$ cat src/rtl/round_ctrl_param.sv
// round_ctrl_param
//   Round controller for the block-cipher datapath. After an accepted start it
//   spends one cycle loading the datapath and key schedule, then runs NROUNDS
//   rounds while presenting the round index on rc. Then it pulses done and
//   returns to idle. rc counts up (dec=0) or down (dec=1). stall freezes the
//   current round. abort drops the block without a done pulse.
//
// Parameters
//   RC_W     width of the round counter
//   NROUNDS  rounds per block, 1 .. 2**RC_W
//
// Ports
//   CK     in   clock, all state changes on posedge
//   RN     in   synchronous active-low reset
//   start  in   request a new block (taken only while ready)
//   dec    in   direction, sampled with an accepted start (1 = count down)
//   stall  in   hold the current round (RUN only)
//   abort  in   cancel the block in progress
//   ready  out  idle, start will be accepted
//   busy   out  block in progress (LOAD, RUN or DONE)
//   act    out  round datapath enable, high exactly in RUN
//   rc     out  current round index
//   first  out  RUN and rc is the first round index
//   last   out  RUN and rc is the final round index
//   done   out  one-cycle pulse after the final round
module round_ctrl_param #(
  parameter int RC_W    = 5,
  parameter int NROUNDS = 32
) (
  input  logic            CK,
  input  logic            RN,
  input  logic            start,
  input  logic            dec,
  input  logic            stall,
  input  logic            abort,
  output logic            ready,
  output logic            busy,
  output logic            act,
  output logic [RC_W-1:0] rc,
  output logic            first,
  output logic            last,
  output logic            done
);

  // An out-of-range round count cannot be represented in rc, so elaboration
  // refuses it.
  if (NROUNDS < 1 || NROUNDS > (1 << RC_W)) begin : g_bad_nrounds
    $error("round_ctrl_param: NROUNDS=%0d outside 1..2**RC_W", NROUNDS);
  end

  typedef enum logic [1:0] {
    IDLE = 2'd0,
    LOAD = 2'd1,
    RUN  = 2'd2,
    DONE = 2'd3
  } state_t;

  localparam logic [RC_W-1:0] RC_MAX = RC_W'(NROUNDS - 1);

  state_t          state_reg, state_next;
  logic [RC_W-1:0] rc_reg, rc_next;
  logic            mode_reg, mode_next;

  // Start and end indices swap with the latched direction.
  logic [RC_W-1:0] start_idx;
  logic [RC_W-1:0] end_idx;
  logic            at_end;

  assign start_idx = mode_reg ? RC_MAX : '0;
  assign end_idx   = mode_reg ? '0 : RC_MAX;
  assign at_end    = (rc_reg == end_idx);

  always_ff @(posedge CK) begin
    if (!RN) begin
      state_reg <= IDLE;
      rc_reg    <= '0;
      mode_reg  <= 1'b0;
    end else begin
      state_reg <= state_next;
      rc_reg    <= rc_next;
      mode_reg  <= mode_next;
    end
  end

  always_comb begin
    state_next = state_reg;
    rc_next    = rc_reg;
    mode_next  = mode_reg;
    case (state_reg)
      IDLE: begin
        // abort has no meaning here, so start wins when both are present.
        if (start) begin
          state_next = LOAD;
          mode_next  = dec;
          rc_next    = dec ? RC_MAX : '0;
        end
      end
      LOAD: begin
        if (abort) begin
          state_next = IDLE;
          rc_next    = '0;
        end else begin
          state_next = RUN;
        end
      end
      RUN: begin
        // abort beats both stall and the final-round exit.
        if (abort) begin
          state_next = IDLE;
          rc_next    = '0;
        end else if (!stall) begin
          if (at_end) begin
            state_next = DONE;      // rc keeps the final index
          end else if (mode_reg) begin
            rc_next = rc_reg - RC_W'(1);
          end else begin
            rc_next = rc_reg + RC_W'(1);
          end
        end
      end
      DONE: begin
        state_next = IDLE;
        if (abort) begin
          rc_next = '0;
        end
      end
      default: begin
        state_next = IDLE;
        rc_next    = '0;
      end
    endcase
  end

  // Every output decodes registered state only.
  assign ready = (state_reg == IDLE);
  assign busy  = (state_reg != IDLE);
  assign act   = (state_reg == RUN);
  assign rc    = rc_reg;
  assign first = (state_reg == RUN) && (rc_reg == start_idx);
  assign last  = (state_reg == RUN) && at_end;
  assign done  = (state_reg == DONE);

endmodule

$ cat config.mk
export PLATFORM = sky130hd
export DESIGN_NAME = round_ctrl_param
export DESIGN_NICKNAME = d
export VERILOG_FILES = /design/src/rtl/round_ctrl_param.sv
export SDC_FILE = /design/constraint.sdc
export NUM_CORES = 1
export LEC_CHECK = 0
export ABC_AREA = 1
export BUFFER_PORTS_ARGS = -buffer_cell sky130_fd_sc_hd__buf_2
export CORE_MARGIN = 5
export CORE_UTILIZATION = 45
export DETAILED_ROUTE_END_ITERATION = 7
export GPL_ROUTABILITY_DRIVEN = 0
export PLACE_DENSITY = 0.72
export REMOVE_ABC_BUFFERS = 1
export SLEW_MARGIN = 40
export SYNTH_ARGS = -nofsm -noshare
export SYNTH_HDL_FRONTEND = slang
export SYNTH_SLANG_ARGS = --single-unit
export TNS_END_PERCENT = 1
$ cat constraint.sdc
create_clock -name CK -period 1.7 [get_ports CK]
set_clock_uncertainty 0.2 [all_clocks]
set_input_delay 0.085 -clock CK [delete_from_list [all_inputs] [get_ports CK]]
set_output_delay 0.085 -clock CK [all_outputs]
set_load 0.02 [all_outputs]
Word-level counts from Yosys, hierarchy flattened. Index checks and enable logic that the tools add are counted.

Register bits: 8. Word-level logic and storage cells: 39. Input bits: 6.

Equal/unequal tests: 10. Add/sub/neg operators: 2. Multiplexer cells: 16. Reductions and logical operators: 8.

Operators with widths (count): $mux W5 (9); $pmux W5 S3 (1); $eq A5 B5 Y1 (2); $mux W2 (5); $pmux W2 S4 (1); $ne A3 B3 Y1 const B (2); $add A5 B1 Y5 const B (1); $sub A5 B1 Y5 const B (1); $eq A2 B2 Y1 const B (2); $reduce_and A4 Y1 (1); $ne A3 B2 Y1 const B (1); $reduce_and A3 Y1 (1); $eq A2 B1 Y1 const B (1); $logic_and A1 B1 Y1 (2); $logic_not A2 Y1 (1); $ne A2 B1 Y1 const B (1); $ne A2 B2 Y1 const B (1); $reduce_and A2 Y1 (1); $reduce_bool A2 Y1 (1); $reduce_or A2 Y1 (1).

Longest topological paths before layout. Gate-level depths: netlist (run 1).

Depth in word-level cells: 6. Mapped depth: 9.

Worst setup path after synthesis (run 1). OpenSTA, ideal clock, no wires.

Path kind: register to register. Start point: register rc_reg[2], in the netlist rc[2]. End point: register rc_reg[0], in the netlist rc[0]. Slack: 39 ps. Data required time: 1387 ps. Arrival: 1348 ps. Cell stages (with the launch flop): 9. Cell sequence: dfxtp_1 ha_1 nand3_1 nor2_1 nand3_2 nand3_4 nand2_1 nand2_1 nor2_1.

Longest elaborated chain between the ends: 3.

Ends and longest elaborated chain: start: declaration (RTL line 61) `logic [RC_W-1:0] rc_reg, rc_next;`; start signal: assignment (RTL line 80) `rc_reg <= rc_next;`; $eq A5 B5 Y1 (RTL line 71) `assign at_end = (rc_reg == end_idx);`; $ne A3 B3 Y1 (no source line); $reduce_and A4 Y1 (no source line).

No other way between the ends. A chain may end at the register's enable or synchronous reset.

Worst setup path after layout (run 1).
Start point: register mode_reg. End point: output first.

Longest elaborated chain between the ends: 3.

Ends and longest elaborated chain: start: declaration (RTL line 62) `logic mode_reg, mode_next;`; start signal: assignment (RTL line 81) `mode_reg <= mode_next;`; $mux W5 (RTL line 69) `assign start_idx = mode_reg ? RC_MAX : '0;`; $eq A5 B5 Y1 (RTL line 139) `assign first = (state_reg == RUN) && (rc_reg == start_idx);`; $logic_and A1 B1 Y1 (RTL line 139); end: declaration (RTL line 40) `output logic first,`.

No other way between the ends.

==> flow_summary.yaml, run 1 <==
worst_setup_path:
  critPathKind: "flop to primary output"
  crit_required_ns: 1.41
  rrSetupSlack_ns: 0
  path_max_fanout: 5
  start_kind: "flop"
  cp.arrival_ns: 1.50
  rr_startpoint: "mode_reg"
  r2r_cells: 9
  end_kind: "primary output"
  r2r-end: "rc[2]"
worst_hold_path:
  hold_start: "dec"
  hold_path_depth: 5
  min_path_type: "primary input to flop"
  hold_path_end: "rc[4]"
die:
  die_x_um: 48.2
  core_region_area_um2: 1350
  dieArea_um2: 2330
  rows: 13
  die_h_um: 48.2
  initial_core_util_pct: 48.7
  num_io_pins: 17
clock_network:
  clock_sinks: 8
  cts_tree: "done"
  clk_latency_ns: 0.25
  clock-root-buffer: "clkbuf_4"
  cts_buffer_depth: 2
  htree_levels: 1
  path_clk_slew_ns: 0.05
  cts_made_buffers: 3
routing:
  drt_wl_total_mm: 1.96
  post_drt_wl_per_cell_um: 12.9
  dr_total_vias: 769
  drt_iter0_drc: 27
  route.detailed.drc: 0
  drt-pass1-iter-count: 4
  postRouteAntennaNets: 0
  avgViaCountPerCell: 5.06
synth:
  syn_area_um2: 658
  synth_area_per_cell_um2: 6.27
  yosysTopAreaCell: "dfxtp_1"
  synthTopCellsByArea: "dfxtp_1 24%, nand2_1 18%, nor2_1 8.6%, inv_1 8.0%, ha_1 5.7%"
  synth_cell_types: 20
  synthCells: 105
  seq_area_frac_synth_pct: 24.3
  ys_ff_latch: 8
  ys_warn_count: 0
  synth_top_area_share_pct: 24.3
place:
  port_buffers: 16
  dp_hpwl_mm: 1.37
timing:
  maxSlewViolCount: 0
  clock.fmax_mhz: 560
  report.final.setup_viol: 4
  rsz0062_at_grt: "yes"
  slew_headroom_pct: 80.5
  post-route-period-util_pct: 105
  fin_ws_ns: -0.0844
  finalHoldViolCount: 0
  layout_min_cycle_time_ns: 1.78
  fin_hold_ws_ns: 0.0370
  worst_pin_slew_ns: 0.292
global_routing:
  grt_use_total_pct: 19.2
  antenna_found_initial: 0
  grt_max_degree: 9
  overflow: 0
  grt_pass1_wl_mm: 3.05
  first_global_vias: 715
layout:
  syn2layout_area_growth_pct: 50.4
  drive_gt1_share_pct: 41.6
  final_util_pct: 73.3
  largest_reg_flops: 5
  antenna_cells: 0
  final_nets: 149
run:
  drv_cap: 0
power_and_ir_drop:
  power_density_nw_per_um2: 764
  total_leakage_power_nw: 0.534
  ir_worst_vdd_uv: 530
outcome:
  status: "complete, but fails checks"
  failed_checks: "negative setup slack"
==> worst max path at each step <==
stage | startpoint | endpoint | slack [ns] | cells past startpoint
after floorplan | rc[2] | rc[0] | 0.04 | 8
after global placement | mode_reg | rc[4] | 0.04 | 8
after detailed placement | mode_reg | rc[4] | -0.02 | 8
after CTS | mode_reg | first | -0.04 | 4
after global routing | mode_reg | last | -0.12 | 6
final | mode_reg | first | -0.08 | 4
==> placed cells by master (no fill, tap or decap), drive strengths merged, types with 2 or more instances in the layout <==
cell type | netlist | layout
buf | 0 | 24
nand3 | 10 | 10
nand4 | 2 | 2
nor2 | 19 | 19
a21oi | 5 | 5
dfxtp | 8 | 8
nand2 | 33 | 33
inv | 19 | 19
clkbuf | 0 | 4
dlygate4sd3 | 0 | 3
nor4 | 2 | 2
ha | 3 | 3
==> timing repair <==
| action | in CTS | in global routing |
|---|---|---|
| setup endpoints to repair | 7 | 8 |
| setup buffers | 2 | 1 |
| resized for setup | 11 | 12 |
| pin swaps | 4 | 9 |
| hold endpoints to repair | 8 | 0 |
| hold buffers | 4 | 0 |
==> kinds of logic after synthesis <==
kind of cell | Yosys count | synth area share (%)
fa+ha+maj | 4 | 8.75
compound gates | 6 | 4.56
simple gates | 68 | 51.1
buf+inv | 19 | 11.2
flops | 8 | 24.3
==> synthesized netlist by cell type <==
| cell | n |
|---|---|
| inv_2 | 4 |
| nand4_1 | 2 |
| o21ai_0 | 1 |
| nand3_4 | 1 |
| dfxtp_1 | 8 |
| a21oi_1 | 5 |
| nand2_1 | 31 |
| inv_4 | 1 |
| nand3_1 | 7 |
| and3_1 | 1 |
| nand3_2 | 2 |
| nand3b_1 | 1 |
| nor2_2 | 1 |
| nor4_1 | 2 |
| nor2_1 | 15 |
| ha_1 | 3 |
| inv_1 | 14 |
| fa_1 | 1 |
| nor2_4 | 3 |
| nand2_2 | 2 |
==> critical path, stage by stage, from the launching register on <==
cell     delay (ns)
dfxtp_4        0.41
ha_4           0.23
nor4_2         0.28
and3_1         0.21
buf_6          0.12
==> metrics by stage <==
step / setup WS, ns / cells / cell area, um2 / total power, mW / setup TNS, ns
floorplan: 0.0387 / 105 / 658 / 0.432 / 0
global placement: 0.0378 / 142 / 802 / 0.532 / 0
detailed placement: -0.0158 / 142 / 802 / 0.536 / -0.0422
CTS: -0.0393 / 151 / 940 / 0.719 / -0.0677
global route: -0.118 / 152 / 990 / 0.809 / -0.545
finish: -0.0844 / 152 / 990 / 0.757 / -0.161
==> layer usage <==
layer	up-vias	global-route usage, %	wire, um
li1	393	-	-
met1	342	24.2	896
met2	30	31.0	928
met3	4	4.06	102
met4	0	9.14	35
met5	-	0	0
==> power by group <==
group	switching [mW]	internal [mW]
clock network	0.0571	0.0802
registers	0.0303	0.212
logic	0.220	0.157
total	0.307	0.450
==> area by class of cell <==
class                           count  area (um2)
Multi-Input combinational cell     78         507
Fill cell                         112         360
Timing Repair Buffer               29         201
Sequential cell                     8         166
Inverter                           19        73.8
Clock buffer                        3        22.5
Tap cell                           15        18.8
Power figures use the tool's default switching activity.
==> inputs of run 2 (changes only) <==
- CORE_UTILIZATION: 45 -> 35
- PLACE_DENSITY: 0.72 -> not set
==> flow_summary.yaml, run 2 (same netlist as run 1, synthesis figures left out) <==
global_routing:
  use_met3_pct: 2.82
  grt_max_degree: 9
  grt_use_total_pct: 14.4
  first_global_vias: 691
  gr-usage-met2_pct: 23.9
  busiest_layer: "met2"
  overflow: 0
  grtUsageMet1_pct: 17.7
  grt_pass1_wl_mm: 2.99
  antenna_found_initial: 0
die:
  rows: 15
  initial_core_util_pct: 37.3
  die_x_um: 53.4
  die_h_um: 53.4
  dieArea_um2: 2850
  core_region_area_um2: 1760
  num_io_pins: 17
routing:
  postRouteAntennaNets: 0
  drt-pass1-iter-count: 4
  avgViaCountPerCell: 4.65
  post_drt_wl_per_cell_um: 10.9
  drt_iter0_drc: 16
  dr_total_vias: 753
  drt_wl_total_mm: 1.77
  route.detailed.drc: 0
power_and_ir_drop:
  p_clk_share_pct: 20.1
  comb_power_share_pct: 47.8
  pwr-share-seq_pct: 32.1
  power_density_nw_per_um2: 748
  intPower_uw: 446
  netSwitchingFraction_pct: 40.6
  total_leakage_power_nw: 0.519
  ir_worst_vdd_uv: 432
  power.total_uw: 750
  p_switching_uw: 305
place:
  port_buffers: 16
  dp_hpwl_mm: 1.36
timing:
  rsz0062_at_grt: "yes"
  report.final.setup_viol: 5
  slew_headroom_pct: 80.1
  layout_min_cycle_time_ns: 1.78
  clock.fmax_mhz: 561
  finalHoldViolCount: 0
  fin_hold_ws_ns: 0.00280
  worst_pin_slew_ns: 0.298
  maxSlewViolCount: 0
  fin_ws_ns: -0.0839
  post-route-period-util_pct: 105
layout:
  fill_cells: 174
  final_nets: 149
  antenna_cells: 0
  largest_reg_flops: 5
  mostFrequentLayoutCells: "29 x nand2_1, 14 x inv_1, 13 x nor2_1, 13 x buf_2, 9 x buf_4"
  drive_gt1_share_pct: 40.9
  layout_commonest_cell: "nand2_1"
  multiInputGateArea_um2: 504
  ff_latch_area_um2: 169
  final_util_pct: 56.9
  syn2layout_area_growth_pct: 52.5
worst_setup_path:
  start_kind: "flop"
  end_kind: "primary output"
  cp.arrival_ns: 1.50
  crit_required_ns: 1.41
  critPathKind: "flop to primary output"
  cp-startpoint: "mode_reg"
  r2r_cells: 9
  rr_startpoint: "mode_reg"
  path_max_fanout: 5
worst_hold_path:
  hold_start: "dec"
  min_path_type: "primary input to flop"
  hold_path_depth: 5
clock_network:
  clk_latency_ns: 0.26
  clock-root-buffer: "clkbuf_4"
  cts_tree: "done"
  path_clk_slew_ns: 0.06
  htree_levels: 1
  cts_made_buffers: 3
  cts_buffer_depth: 2
  clock_sinks: 8
outcome:
  status: "complete, but fails checks"
  failed_checks: "negative setup slack"
run:
  drv_cap: 0
## run 2: worst max-delay path: stages (launching register included)
cell and delay, ns:
dfxtp_4 0.38, ha_4 0.27, nor4_2 0.27, and3_1 0.21, buf_6 0.12
## run 2: what timing repair did
item                                    in CTS  in global routing
pin swaps                                    3                  9
hold buffers                                 4                  0
resized for setup                           14                  9
gates cloned                                 0                  0
setup buffers                                2                  2
endpoints found under the setup margin       7                  8
hold endpoints to repair                     8                  0
## run 2: routing by layer
layer	wire length, um	up-vias
met3	56	5
met2	834	14
met1	845	339
met5	0	-
met4	34	0
li1	-	395
## run 2: worst paths after layout
| path | to | slack, ns |
|---|---|---|
| setup / recovery | first | -0.08 |
| hold / removal | rc[3] | 0.003 |
| setup reg to reg | rc[3] | -0.02 |
| hold reg to reg | rc[4] | 0.36 |
## run 2: area by class of cell
class	instances	share of cell area (%)
Sequential cell	8	16.8
Multi-Input combinational cell	78	50.2
Tap cell	25	3.12
Timing Repair Buffer	29	20.2
Clock buffer	3	2.24
Inverter	19	7.36
## run 2: metrics by stage
step | setup slack, ns | cell area (um2) | TNS (ns) | cells
3_5_place_dp | -0.0125 | 807 | -0.0236 | 151
2_1_floorplan | 0.0387 | 658 | 0 | 105
6_report | -0.0839 | 1000 | -0.162 | 162
3_3_place_gp | 0.0546 | 807 | 0 | 151
5_1_grt | -0.132 | 1000 | -0.669 | 162
4_1_cts | -0.0521 | 953 | -0.156 | 160
## run 2: power groups by stage
stage / Sequential (mW) / Combinational, mW / Clock, mW
6_report: 0.241 / 0.359 / 0.151
3_5_place_dp: 0.238 / 0.290 / 0
5_1_grt: 0.245 / 0.393 / 0.162
3_3_place_gp: 0.237 / 0.287 / 0
4_1_cts: 0.242 / 0.326 / 0.154
2_1_floorplan: 0.257 / 0.175 / 0
